<file path="config.mk">
export PLATFORM = sky130hd
export DESIGN_NAME = divider
export DESIGN_NICKNAME = d
export VERILOG_FILES = /design/src/rtl/div_pkg.sv /design/src/rtl/divider_step.sv /design/src/rtl/divider.sv
export SDC_FILE = /design/constraint.sdc
export NUM_CORES = 1
export LEC_CHECK = 0
export CORE_UTILIZATION = 58
export DETAILED_ROUTE_END_ITERATION = 12
export PLACE_DENSITY = 0.84
export SLEW_MARGIN = 20
export SYNTH_ARGS = -nofsm -noshare
export SYNTH_HDL_FRONTEND = slang
export SYNTH_SLANG_ARGS = --single-unit
export TNS_END_PERCENT = 20
</file>
<file path="constraint.sdc">
create_clock -name clk -period 7.2 [get_ports clk]
set_input_delay 0.72 -clock clk [delete_from_list [all_inputs] [get_ports clk]]
set_output_delay 0.72 -clock clk [all_outputs]
set_load 0.03 [all_outputs]
</file>
<file path="src/rtl/div_pkg.sv">
// div_pkg: shared definitions for the multi-cycle integer divider.
//   DIV_WIDTH  - default operand/result width
//   DIV_CNT_W  - width of the iteration counter
//   div_state_e - divider control states
package div_pkg;
    localparam int DIV_WIDTH = 32;
    localparam int DIV_CNT_W = $clog2(DIV_WIDTH);

    typedef enum logic [1:0] {
        IDLE = 2'd0,
        CALC = 2'd1,
        DONE = 2'd2
    } div_state_e;
endpackage

</file>
<file path="src/rtl/divider_step.sv">
// divider_step: one combinational restoring shift-subtract iteration.
// Ports:
//   rem_in   - partial remainder before the step
//   dvd_bit  - next dividend bit shifted into the remainder
//   divisor  - divisor magnitude
//   rem_out  - partial remainder after the step
//   q_bit    - quotient bit produced by this step
module divider_step
    import div_pkg::*;
#(
    parameter int WIDTH = DIV_WIDTH
) (
    input  logic [WIDTH-1:0] rem_in,
    input  logic             dvd_bit,
    input  logic [WIDTH-1:0] divisor,
    output logic [WIDTH-1:0] rem_out,
    output logic             q_bit
);
    logic [WIDTH:0] shifted;
    logic [WIDTH:0] trial;

    always_comb begin
        shifted = {rem_in, dvd_bit};
        trial   = shifted - {1'b0, divisor};
        // A set top bit in the shifted remainder already exceeds any divisor;
        // otherwise the sign of the WIDTH+1 bit trial decides.
        q_bit   = shifted[WIDTH] | ~trial[WIDTH];
        rem_out = q_bit ? trial[WIDTH-1:0] : shifted[WIDTH-1:0];
    end
endmodule

</file>
<file path="src/rtl/divider.sv">
// divider: multi-cycle restoring integer divider (DIV/DIVU), one quotient
// bit per clock behind a start/busy/done handshake.
// Configuration macro: DIVIDER_SIGNED_EN enables signed mode; without it
// every operation is unsigned and inpDivSigned is ignored.
// Ports:
//   clk, reset     - clock, synchronous active-high reset
//   inpDivStart    - request, sampled only while idle
//   inpDivSigned   - 1 = signed, 0 = unsigned (sampled with start)
//   inpDivA/B      - dividend / divisor (sampled with start)
//   outDivQuot/Rem - quotient / remainder, held until the next completion
//   outDivBusy     - division in flight
//   outDivDone     - one-cycle completion pulse
//   outDivByZero   - divisor was zero, held with the results
module divider
    import div_pkg::*;
#(
    parameter int WIDTH = DIV_WIDTH
) (
    input  logic             clk,
    input  logic             reset,
    input  logic             inpDivStart,
    input  logic             inpDivSigned,
    input  logic [WIDTH-1:0] inpDivA,
    input  logic [WIDTH-1:0] inpDivB,
    output logic [WIDTH-1:0] outDivQuot,
    output logic [WIDTH-1:0] outDivRem,
    output logic             outDivBusy,
    output logic             outDivDone,
    output logic             outDivByZero
);
    localparam int CNT_W = $clog2(WIDTH);

    div_state_e       state_q, state_d;
    logic [WIDTH-1:0] rem_q, rem_d;     // partial remainder
    logic [WIDTH-1:0] dvd_q, dvd_d;     // dividend shifting out, quotient shifting in
    logic [WIDTH-1:0] dvs_q, dvs_d;     // divisor magnitude
    logic [WIDTH-1:0] quot_q, quot_d;
    logic [WIDTH-1:0] remo_q, remo_d;
    logic [CNT_W-1:0] cnt_q, cnt_d;
    logic             zero_q, zero_d;   // divisor of the in-flight op was zero
    logic             dbz_q, dbz_d;
    logic             done_q, done_d;

    logic [WIDTH-1:0] step_rem;
    logic             step_qbit;

`ifdef DIVIDER_SIGNED_EN
    logic             qneg_q, qneg_d;
    logic             rneg_q, rneg_d;
    logic [WIDTH-1:0] araw_q, araw_d;   // raw dividend, returned on divide by zero
    logic             a_neg, b_neg;

    assign a_neg = inpDivSigned & inpDivA[WIDTH-1];
    assign b_neg = inpDivSigned & inpDivB[WIDTH-1];
`else
    logic unused_signed;
    assign unused_signed = inpDivSigned;
`endif

    divider_step #(.WIDTH(WIDTH)) u_step (
        .rem_in  (rem_q),
        .dvd_bit (dvd_q[WIDTH-1]),
        .divisor (dvs_q),
        .rem_out (step_rem),
        .q_bit   (step_qbit)
    );

    always_comb begin
        state_d = state_q;
        rem_d   = rem_q;
        dvd_d   = dvd_q;
        dvs_d   = dvs_q;
        quot_d  = quot_q;
        remo_d  = remo_q;
        cnt_d   = cnt_q;
        zero_d  = zero_q;
        dbz_d   = dbz_q;
        done_d  = 1'b0;
`ifdef DIVIDER_SIGNED_EN
        qneg_d  = qneg_q;
        rneg_d  = rneg_q;
        araw_d  = araw_q;
`endif
        case (state_q)
            IDLE: begin
                if (inpDivStart) begin
`ifdef DIVIDER_SIGNED_EN
                    dvd_d  = a_neg ? -inpDivA : inpDivA;
                    dvs_d  = b_neg ? -inpDivB : inpDivB;
                    qneg_d = a_neg ^ b_neg;
                    rneg_d = a_neg;
                    araw_d = inpDivA;
`else
                    dvd_d  = inpDivA;
                    dvs_d  = inpDivB;
`endif
                    rem_d   = '0;
                    cnt_d   = CNT_W'(WIDTH - 1);
                    zero_d  = (inpDivB == '0);
                    state_d = CALC;
                end
            end
            CALC: begin
                rem_d = step_rem;
                dvd_d = {dvd_q[WIDTH-2:0], step_qbit};
                cnt_d = cnt_q - CNT_W'(1);
                if (cnt_q == '0) state_d = DONE;
            end
            DONE: begin
`ifdef DIVIDER_SIGNED_EN
                quot_d = qneg_q ? -dvd_q : dvd_q;
                remo_d = rneg_q ? -rem_q : rem_q;
                // Magnitude division by zero is sign-dependent; force the
                // architected result instead.
                if (zero_q) begin
                    quot_d = '1;
                    remo_d = araw_q;
                end
`else
                // Unsigned divide by zero yields all ones / dividend naturally.
                quot_d = dvd_q;
                remo_d = rem_q;
`endif
                dbz_d   = zero_q;
                done_d  = 1'b1;
                state_d = IDLE;
            end
            default: state_d = IDLE;
        endcase
    end

    always_ff @(posedge clk) begin
        if (reset) begin
            state_q <= IDLE;
            rem_q   <= '0;
            dvd_q   <= '0;
            dvs_q   <= '0;
            quot_q  <= '0;
            remo_q  <= '0;
            cnt_q   <= '0;
            zero_q  <= 1'b0;
            dbz_q   <= 1'b0;
            done_q  <= 1'b0;
`ifdef DIVIDER_SIGNED_EN
            qneg_q  <= 1'b0;
            rneg_q  <= 1'b0;
            araw_q  <= '0;
`endif
        end else begin
            state_q <= state_d;
            rem_q   <= rem_d;
            dvd_q   <= dvd_d;
            dvs_q   <= dvs_d;
            quot_q  <= quot_d;
            remo_q  <= remo_d;
            cnt_q   <= cnt_d;
            zero_q  <= zero_d;
            dbz_q   <= dbz_d;
            done_q  <= done_d;
`ifdef DIVIDER_SIGNED_EN
            qneg_q  <= qneg_d;
            rneg_q  <= rneg_d;
            araw_q  <= araw_d;
`endif
        end
    end

    assign outDivQuot   = quot_q;
    assign outDivRem    = remo_q;
    assign outDivBusy   = (state_q != IDLE);
    assign outDivDone   = done_q;
    assign outDivByZero = dbz_q;
endmodule

</file>
* Word level (Yosys, flattened, before mapping)
Index checks and enable logic that the tools add are counted.
** Storage, ports and cells
- Register bits after elaboration :: 170
- Output and inout port bits :: 67
- Bits of input ports :: 68
** Cells by class
- $add $sub $neg :: 2
- Eq/ne operators :: 4
- Bitwise gates (word level) :: 2
- Reductions and logical operators :: 8
- Multiplexer cells :: 11
** Operator list (count)
- 32-bit case mux with 2 select lines :: 2
- 32-bit 2-to-1 mux :: 3
- 33-bit by 32-bit subtractor with 33-bit output :: 1
- 32-bit zero test :: 1
- 5-bit case mux with 2 select lines :: 1
- 2-bit AND reduction :: 3
- 5-bit zero test :: 1
- 5-bit 2-to-1 mux :: 1
- 5-bit by 1-bit subtractor with 5-bit output, second input constant :: 1
- 2-bit 2-to-1 mux :: 2
- 2-bit != test, second input constant :: 2
- 2-bit case mux with 2 select lines :: 1
- 2-bit nonzero test :: 2
- 2-bit by 1-bit == test with 1-bit output, second input constant :: 1
- 2-bit == test, second input constant :: 1
- 2-bit zero test :: 1
- 1-bit 2-to-1 mux :: 1
- 1-bit NOT :: 1
- 1-bit OR :: 1

* Logic depth before layout (Yosys ltp)
Gate-level depths: netlist (run 1).
- Depth in word-level cells :: 5
- Depth in mapped cells :: 14
- Gate-level depth less buffers :: 13

* Cells and area by module
From an unflattened synthesis (run 1), not the netlist that was laid out.
** Unflattened totals
- Cells, all modules :: 981
- Area total of the unflattened synthesis :: 8240.4 µm²
** By module, submodules not included
- divider :: instances 1, area each 6004.5 µm², cells each 689
- divider_step :: instances 1, area each 2235.9 µm², cells each 292

* Least setup slack after synthesis (run 1)
No wires, ideal clock.
- Kind :: register to register
- From :: register dvd_q[31]
- To :: register rem_q[22]
- Library setup time :: 0.129 ns
- Buffers on the path :: 1
- Setup slack :: 4.479 ns
- Cell stages (with the launch flop) :: 15
- Clock period less this slack :: 2.721 ns
- Arrival time :: 2.592 ns
- Cells stage by stage :: dfxtp_1 inv_1 ha_1 inv_1 fa_1 a211oi_1 o211ai_1 a31o_2 a211oi_1 a21oi_1 nand2_1 o21ai_4 buf_4 mux2i_1 o21ai_0
** Between the ends
- Cells in the longest elaborated chain, start to end :: 5
** RTL lines
- start: declaration :: line divider.sv:35 : logic [WIDTH-1:0] dvd_q, dvd_d;
- start signal: assignment :: line divider.sv:152 : dvd_q <= dvd_d;
- 33-bit by 32-bit subtractor with 33-bit output * :: line divider_step.sv:24 : trial = shifted - {1'b0, divisor};
- 1-bit NOT :: line divider_step.sv:27 : q_bit = shifted[WIDTH] | ~trial[WIDTH];
- 1-bit OR :: line divider_step.sv:27
- 32-bit 2-to-1 mux * :: line divider_step.sv:28 : rem_out = q_bit ? trial[WIDTH-1:0] : shifted[WIDTH-1:0];
- 32-bit case mux with 2 select lines * :: line divider.sv:84 : case (state_q)
- end signal: assignment :: line divider.sv:151 : rem_q <= rem_d;
- end: declaration :: line divider.sv:34 : logic [WIDTH-1:0] rem_q, rem_d;
Every way passes the cells marked *; elsewhere a longest branch is shown, timed or not.
A chain may end at the register's enable or synchronous reset.

* Worst setup path in the final report (run 1)
- From :: register dvd_q[31]
- To :: register rem_q[0]
** Between the ends
- Cells in the longest elaborated chain, start to end :: 5
** RTL lines (line)
- 33-bit by 32-bit subtractor with 33-bit output :: divider_step.sv:24
- 1-bit NOT :: divider_step.sv:27
- 1-bit OR :: divider_step.sv:27
- 32-bit 2-to-1 mux * :: divider_step.sv:28
- 32-bit case mux with 2 select lines * :: divider.sv:84
Marks and branches as above.

==> summary by stage, run 1 <==
Global route
The all-layer global routing usage is 0.291. Entering global routing, the biggest net connects just over 90 pins. The wire length of the first global-routing pass is about 34 mm.

The total grt overflow is 0. The initial antenna violation count is 0. The via count of the first global-routing pass is around 7100.

Yosys
The library cell occupying the most area in the post-synthesis netlist is sky130_fd_sc_hd__dfxtp_1. Yosys printed 0 warnings. A synthesized cell averages ~7.8 um^2.

Sorting the synthesized cells by area gives the leading types as sky130_fd_sc_hd__dfxtp_1 42%, sky130_fd_sc_hd__nand2_1 13%, sky130_fd_sc_hd__a21oi_1 10%. The most used flip-flop cell after synthesis is sky130_fd_sc_hd__dfxtp_1. In the synthesized netlist, the number of instances is just over 1000. The share of async-settable or async-resettable flops after synthesis is 0. The total of flip-flops plus latches after synthesis is 170.

The post-synthesis instance area is ~0.0081 mm^2. Counting every net in the synthesized netlist gives 1141. The share of synthesized area occupied by flip-flops and latches is 0.418. The number of flops mapped to enable cells by yosys is 0. After synthesis, the netlist uses 60 different library cells. The proportion of netlist area held by the largest area contributor is 0.418.

Drt
The count of vias placed by the detailed router is about 7600. Dividing the detail-routed wire length by the instance count gives between 15 and 20 um. Wires add up to around 21 mm. The count of nets left with antenna violations once routing finished came out at 0. After detailed routing, the number of remaining DRC violations is 0. The number of iterations in the first detailed-routing pass is 5. Using the TritonRoute via totals, the vias-per-cell ratio works out to about 5.7. The first-iteration detailed-routing DRC count is 477.

STA
Adding up every negative setup slack in the final design gives 0 ns. The relative max-transition margin is 0.383. Based on the critical path, the design can be clocked at up to approximately 270 MHz.

The number of failing hold endpoints at the final stage is 0. For the final database, setup skew stands at 0.00942 ns. Setup repair after global routing left no endpoint under its margin.

At the pin with the least slew margin, the transition time is 0.926 ns. Dividing the final minimum period by the clock period gives 0.519. The routed design could run at a clock period as short as between 3 and 4 ns. The number of slew-limit violations in the final report is 0. The final setup violation count is 0.

Cells and area
The antenna cell count is 0. The fraction of final layout cells with drive strength greater than 1 is 0.0524. The signed area change from the synthesized netlist to the final layout is 24.7%. Once layout is complete, the utilization of the core stands at 0.755. The net count of the finished layout is around 1200.

Clock network
Gates resized during post-CTS repair numbered 0. For this design, the sink count on the clock tree is 170. The number of post-CTS setup repair buffers is 0. Clock-pin slew was measured on the worst setup and hold paths at approximately 0.060 ns. The cell at the root of the clock tree is sky130_fd_sc_hd__clkbuf_16. In this run, CTS created clock tree buffers numbering 17. The depth of the CTS H-tree is 4.

TritonCTS built the clock tree. The clock passes through at most 2 buffers. After clock tree synthesis, the flow added hold-fix buffers numbering 0. Clock latency on the worst-skew pair, taken at its later pin, is approximately 0.44 ns.

Floorplanning
The number of core rows is 42. The die height is 121 um. The initial utilization of the core area, before any placement, comes to 0.606.

The core region area is ~0.013 mm^2. The area of the die is approximately 0.015 mm^2. Measured along the x axis, the die boundary spans roughly 120 um. During I/O placement, the number of pins put on the boundary was between 100 and 150.

Setup path
For this run, the slowest stage of the critical path takes approximately 0.50 ns. The largest driver fanout on the critical path is 23. The critical setup path kind is flip-flop to flip-flop. At the worst endpoint, the required time is 7.57 ns.

STA classifies the critical path startpoint as a flip-flop. The worst setup path is captured at a flip-flop. The arrival time at the worst endpoint is between 4 and 5 ns.

The signal on the critical path passes through inv_1 > ha_1 > inv_1 > fa_1 > a211oi_1 > o211ai_1 > a31o_2 > a211oi_1 > a21oi_1 > nand2_1 > o21ai_4 > buf_4 > mux2_2 > o21ai_1. The critical-path cell with the highest stage delay is sky130_fd_sc_hd__o21ai_4.

Placement
Routability-driven placement finished with a final weighted congestion of between 0.9 and 1. During placement, the flow inserted port buffers numbering ~130. Once detailed placement completed, the half-perimeter wirelength came to between 10 and 15 mm.

Run status
The run finished with clean final reports.

Power
In this run the static leakage power is ~3.7 nW. VDD sags by at most 272 uV. The total power per unit cell area is 413 mW/mm^2.

Hold path
The path class of the tightest hold or removal check is flip-flop to flip-flop.

Job
The tool flagged a number of max-cap violations equal to 0.
cell families after synthesis:
group / count (synthesis) / synth area share
mux: 31 / 0.0382
simple gates: 361 / 0.186
xor+xnor: 27 / 0.0290
flops: 170 / 0.418
compound gates: 303 / 0.219
buf+inv: 111 / 0.0548
fa+ha+maj: 35 / 0.0547
stage by stage:
| stage | instances | hold WS [ns] | power [mW] | area [um^2] | setup WS, ns |
|---|---|---|---|---|---|
| finish | 1322 | 0.453 | 4.20 | 10200 | 3.46 |
| global route | 1322 | 0.467 | 4.46 | 10200 | 3.30 |
| CTS | 1322 | 0.454 | 4.18 | 10200 | 3.51 |
| detailed placement | 1290 | 0.446 | 3.16 | 9520 | 3.54 |
| global placement | 1290 | 0.441 | 3.13 | 9510 | 3.57 |
| floorplan | 1038 | 0.432 | 2.82 | 8150 | 4.48 |
worst max-delay path: cells and delay by family (launching register included):
family	cells	cell delay, ns
adders and majority gates	2	0.41
and+or+nand+nor	1	0.15
DFF	1	0.35
AOI/OAI and AO/OA	7	1.74
buffers and inverters	3	0.61
muxes	1	0.39
per-layer routing:
layer | global-route usage | share of wire | vias up | wire, um
li1 | - | - | 3757 | -
met1 | 0.375 | 0.45 | 3528 | 9280
met2 | 0.478 | 0.48 | 252 | 9900
met3 | 0.0726 | 0.057 | 22 | 1170
met4 | 0.0880 | 0.012 | 0 | 239
met5 | 0 | 0 | - | 0
final timing paths:
kind / from / end / slack [ns] / cells past startpoint
hold / removal: outDivRem[22] / outDivRem[22] / 0.45 / 2
setup reg to reg: dvd_q[31] / rem_q[0] / 3.46 / 14
setup / recovery: dvd_q[31] / rem_q[0] / 3.46 / 14
hold reg to reg: outDivRem[22] / outDivRem[22] / 0.45 / 2
state kept, by name (all words and copies together), names as in the netlist:
| name | count |
|---|---|
| outDivByZero | 1 |
| state_q | 2 |
| outDivDone | 1 |
| cnt_q | 5 |
| outDivRem | 32 |
| zero_q | 1 |
| dvs_q | 32 |
| outDivQuot | 32 |
| rem_q | 32 |
| dvd_q | 32 |
area by class of cell:
class / instances / area, um^2
fill: 1029 / 3290
tap: 176 / 220
inverter: 45 / 169
timing repair buffer: 142 / 1400
multi-input combinational: 757 / 4330
sequential: 170 / 3400
clock inverter: 9 / 159
clock buffer: 23 / 488
Yosys cell counts (7+ instances only):
cell type                    n
sky130_fd_sc_hd__xnor2_1    14
sky130_fd_sc_hd__dfxtp_1   170
sky130_fd_sc_hd__a22oi_1    32
sky130_fd_sc_hd__nor2_1     25
sky130_fd_sc_hd__ha_1       34
sky130_fd_sc_hd__a211oi_1    7
sky130_fd_sc_hd__inv_1      45
sky130_fd_sc_hd__clkbuf_1   55
sky130_fd_sc_hd__mux2i_1    30
sky130_fd_sc_hd__nand2_1   275
sky130_fd_sc_hd__a31oi_1     8
sky130_fd_sc_hd__xor2_1     13
sky130_fd_sc_hd__nor4_1      8
sky130_fd_sc_hd__o21ai_1     8
sky130_fd_sc_hd__nand4_1     7
sky130_fd_sc_hd__o21ai_0    41
sky130_fd_sc_hd__a21oi_1   162
sky130_fd_sc_hd__a21o_1     14
sky130_fd_sc_hd__nor3_1      8
sky130_fd_sc_hd__nand2b_1    7
power by group:
part,switching (mW),internal [mW]
clock network,0.378,0.620
registers,0.0856,1.03
logic,1.15,0.938
cells in the final DEF, fill, tap and decap left out, types with 3 or more instances in the layout:
cell type / instances
sky130_fd_sc_hd__nand3_1: 6
sky130_fd_sc_hd__bufinv_16: 4
sky130_fd_sc_hd__a21o_1: 14
sky130_fd_sc_hd__a22oi_1: 32
sky130_fd_sc_hd__dfxtp_1: 170
sky130_fd_sc_hd__a21oi_1: 162
sky130_fd_sc_hd__clkdlybuf4s50_1: 132
sky130_fd_sc_hd__nor2b_1: 3
sky130_fd_sc_hd__o21ai_1: 8
sky130_fd_sc_hd__mux2i_1: 30
sky130_fd_sc_hd__xor2_1: 13
sky130_fd_sc_hd__ha_1: 34
sky130_fd_sc_hd__xnor2_1: 14
sky130_fd_sc_hd__clkbuf_16: 17
sky130_fd_sc_hd__o31ai_1: 3
sky130_fd_sc_hd__nand2b_1: 5
sky130_fd_sc_hd__nand2_1: 275
sky130_fd_sc_hd__nor3_1: 7
sky130_fd_sc_hd__and3_1: 5
sky130_fd_sc_hd__a31oi_1: 8
sky130_fd_sc_hd__a311oi_1: 3
sky130_fd_sc_hd__clkbuf_8: 4
sky130_fd_sc_hd__o21a_1: 3
sky130_fd_sc_hd__a211oi_1: 7
sky130_fd_sc_hd__buf_4: 10
sky130_fd_sc_hd__o21ai_0: 41
sky130_fd_sc_hd__inv_1: 45
sky130_fd_sc_hd__nor4_1: 8
sky130_fd_sc_hd__nand4_1: 7
sky130_fd_sc_hd__nor2_1: 24
sky130_fd_sc_hd__o211ai_1: 4
Power figures use the tool's default switching activity.
==> run 2, diff against run 1 <==
Settings changed: CORE_UTILIZATION 58 to 48, PLACE_DENSITY 0.84 to 0.74.
Clock period 7.2 ns to 3.4 ns, I/O delays scaled along.
==> summary by stage, run 2 (synthesis results as in run 1) <==
Global route
The total grt overflow is 0 (unchanged). The wire length of the first global-routing pass is 33.4 mm (-0.70%). The global routing met3 resource utilization is 0.0607 (-0.0119). The all-layer global routing usage was 0.235 (-0.0561). The busiest layer in global routing is met2. The via count of the first global-routing pass was 6934 (-1.8%). The initial antenna violation count came to 1 (+1). The met1 usage in global routing was 0.317 (-0.0587).

The fraction of met2 tracks used by global routing was 0.373 (-0.105). The pin count of the biggest net entering global routing is 64 (-30%).

Power
The share of power burned in the clock network is 0.226 (-0.012). The total power per unit cell area is 878 mW/mm^2 (+110%). The overall power consumption was 9.04 mW (+120%). The reported leakage power is 3.80 nW (+1.4%).

The part of the power in registers is 0.261 (-0.005). The relative contribution of combinational cells to total power came to 0.514 (+0.017). The total internal power came to 5.54 mW (+110%). The worst vdd rail ir drop is 558 uV (+110%).

The total net switching power is 3.50 mW (+120%). The switching power as a share of total power is 0.387 (+0.00287).

Setup path
The category of the worst setup path capture point is a flip-flop. The data required time of the critical path is 3.77 ns (-3.80 ns). The critical path in this run is classified as flip-flop to flip-flop. The kind of start point of the critical path is a flip-flop.

The arrival time at the worst endpoint is 3.41 ns (-0.69 ns). The largest driver fanout on the critical path is 6 (-74%).

Placement
The cell count after placement was 1343 (+4.1%). The number of buffers added on ports is 133 (unchanged). The detailed-placement wirelength estimate is 14.1 mm (+4.3%). The final weighted congestion of routability-driven global placement is 0.907 (+0.14%).

Cells and area
The final core utilization is 0.621 (-0.134). The net count of the finished layout is 1249 (+1.1%). The leading cell type in the layout, fill and taps excluded is sky130_fd_sc_hd__nand2_1. Compared with the post-synthesis result, the final layout area differs by 26.4%.

The fraction of final layout cells with drive strength greater than 1 is 0.0638 (+0.0115). The top cell types in the final layout, fill and taps aside, are 275 x sky130_fd_sc_hd__nand2_1, 170 x sky130_fd_sc_hd__dfxtp_1, 162 x sky130_fd_sc_hd__a21oi_1. The filler-free cell count of the finished design came to 1380 (+4.4%).

Hold path
The class of the tightest hold or removal check is input pin to flip-flop.

Drt
The average wire length per cell after detail routing is 14.7 um (-5.9%). The number of remaining DRC errors is 0 (unchanged). The final antenna-violating net count is 0 (unchanged).

The via density per instance is 5.40 (-5.6%). The count of vias placed by the detailed router is 7451 (-1.4%). The routed wire length is 20.2 mm (-1.8%).

The first-iteration detailed-routing DRC count is 453 (-5.0%). The number of iterations in the first detailed-routing pass was 5 (unchanged).

Clock network
The number of buffers on the longest clock path is 2 (unchanged). The sink count of the clock tree is 170 (unchanged). The post-cts resize count is 0 (unchanged). In this run the clock root is driven by a sky130_fd_sc_hd__clkbuf_16. The clock transition at the registers of the reported paths is 0.07 ns (about the same). TritonCTS built the clock tree. The number of clock buffers inserted by TritonCTS came to 17 (unchanged). The depth of the CTS H-tree is 4 (unchanged).

The clock network latency to the later pin of the worst-skew pair came to 0.43 ns (about the same).

Run status
The flow ran to the end, and the final reports show no timing, DRC or antenna violations.

STA
The timing-limited maximum frequency is 329 MHz (+23%). The number of slew-limit violations in the final report is 0 (unchanged). The final setup violation count is 0 (unchanged). The setup TNS came to 0 ns (unchanged). Setup repair after global routing left no endpoint under its margin. The worst clock skew is 0.00854 ns (-0.000875 ns). The smallest hold slack is 0.218 ns (-0.235 ns).

The number of failing hold endpoints at the final stage is 0 (unchanged). The share of the clock period used by the worst path is 0.895 (+0.376). The relative max-transition margin is 0.477 (+0.0943).

The final critical path time including I/O delays and setup is 3.04 ns (-0.694 ns). The actual slew at the worst max-slew pin is 0.780 ns (-0.146 ns).

Floorplanning
The die outline width is 132 um (+9.8%). The core region area was 0.0166 mm^2 (+23%). The area of the die is 0.0175 mm^2 (+20%). The starting density of the core is 0.491 (-0.114). The die height is 132 um (+9.8%). The number of ports placed on the die boundary is 135 (unchanged). The number of core rows is 47 (+12%).

Job
The number of maximum-capacitance violations is 0 (unchanged).
run 2: worst max-delay path, cell delays in order, from the launching register on:
cell	delay [ns]
sky130_fd_sc_hd__dfxtp_1	0.32
sky130_fd_sc_hd__inv_1	0.07
sky130_fd_sc_hd__ha_1	0.15
sky130_fd_sc_hd__inv_1	0.05
sky130_fd_sc_hd__fa_1	0.41
sky130_fd_sc_hd__a211oi_1	0.33
sky130_fd_sc_hd__o211ai_1	0.17
sky130_fd_sc_hd__a31o_2	0.29
sky130_fd_sc_hd__a211oi_1	0.23
sky130_fd_sc_hd__a21oi_1	0.15
sky130_fd_sc_hd__nand2_1	0.13
sky130_fd_sc_hd__o21ai_4	0.11
sky130_fd_sc_hd__buf_4	0.20
sky130_fd_sc_hd__mux2_2	0.26
sky130_fd_sc_hd__o21ai_1	0.10
run 2: worst paths after layout:
path,from,to,slack [ns],cells past startpoint
setup / recovery,dvd_q[31],rem_q[0],0.36,14
hold / removal,reset,outDivRem[12],0.22,2
setup reg to reg,dvd_q[31],rem_q[0],0.36,14
hold reg to reg,outDivQuot[17],outDivQuot[17],0.45,2
run 2: power by group through the flow:
stage | Clock [mW] | Sequential [mW] | Combinational [mW]
final | 2.04 | 2.36 | 4.65
after global routing | 2.16 | 2.39 | 5.13
after CTS | 2.07 | 2.35 | 4.48
after detailed placement | 0 | 2.40 | 4.45
after global placement | 0 | 2.39 | 4.41
after floorplan | 0 | 2.35 | 3.61
run 2: repair_timing:
action                                  4_1_cts  5_1_grt
endpoints found under the hold margin         0        0
hold buffers                                  0        0
buffers inserted                              0        4
endpoints found under the setup margin        0       17
run 2: routing by layer:
layer / vias to the layer above / wire length (um)
li1: 3786 / -
met1: 3463 / 9380
met2: 183 / 9320
met3: 19 / 1310
met4: 0 / 217
met5: - / 0
run 2: through the flow:
step / worst slack (ns) / cell area (um^2)
final: 0.358 / 10300
after global routing: 0.0896 / 10300
after CTS: 0.207 / 10300
after detailed placement: 0.245 / 9650
after global placement: 0.258 / 9650
after floorplan: 0.679 / 8150
run 2: layout make-up:
| type | count | area, um^2 |
|---|---|---|
| fill | 1535 | 6280 |
| antenna | 1 | 2.50 |
| inverter | 45 | 169 |
| clock inverter | 14 | 183 |
| timing repair buffer | 155 | 1510 |
| tap | 220 | 275 |
| clock buffer | 18 | 439 |
| sequential | 170 | 3400 |
| multi-input combinational | 757 | 4320 |
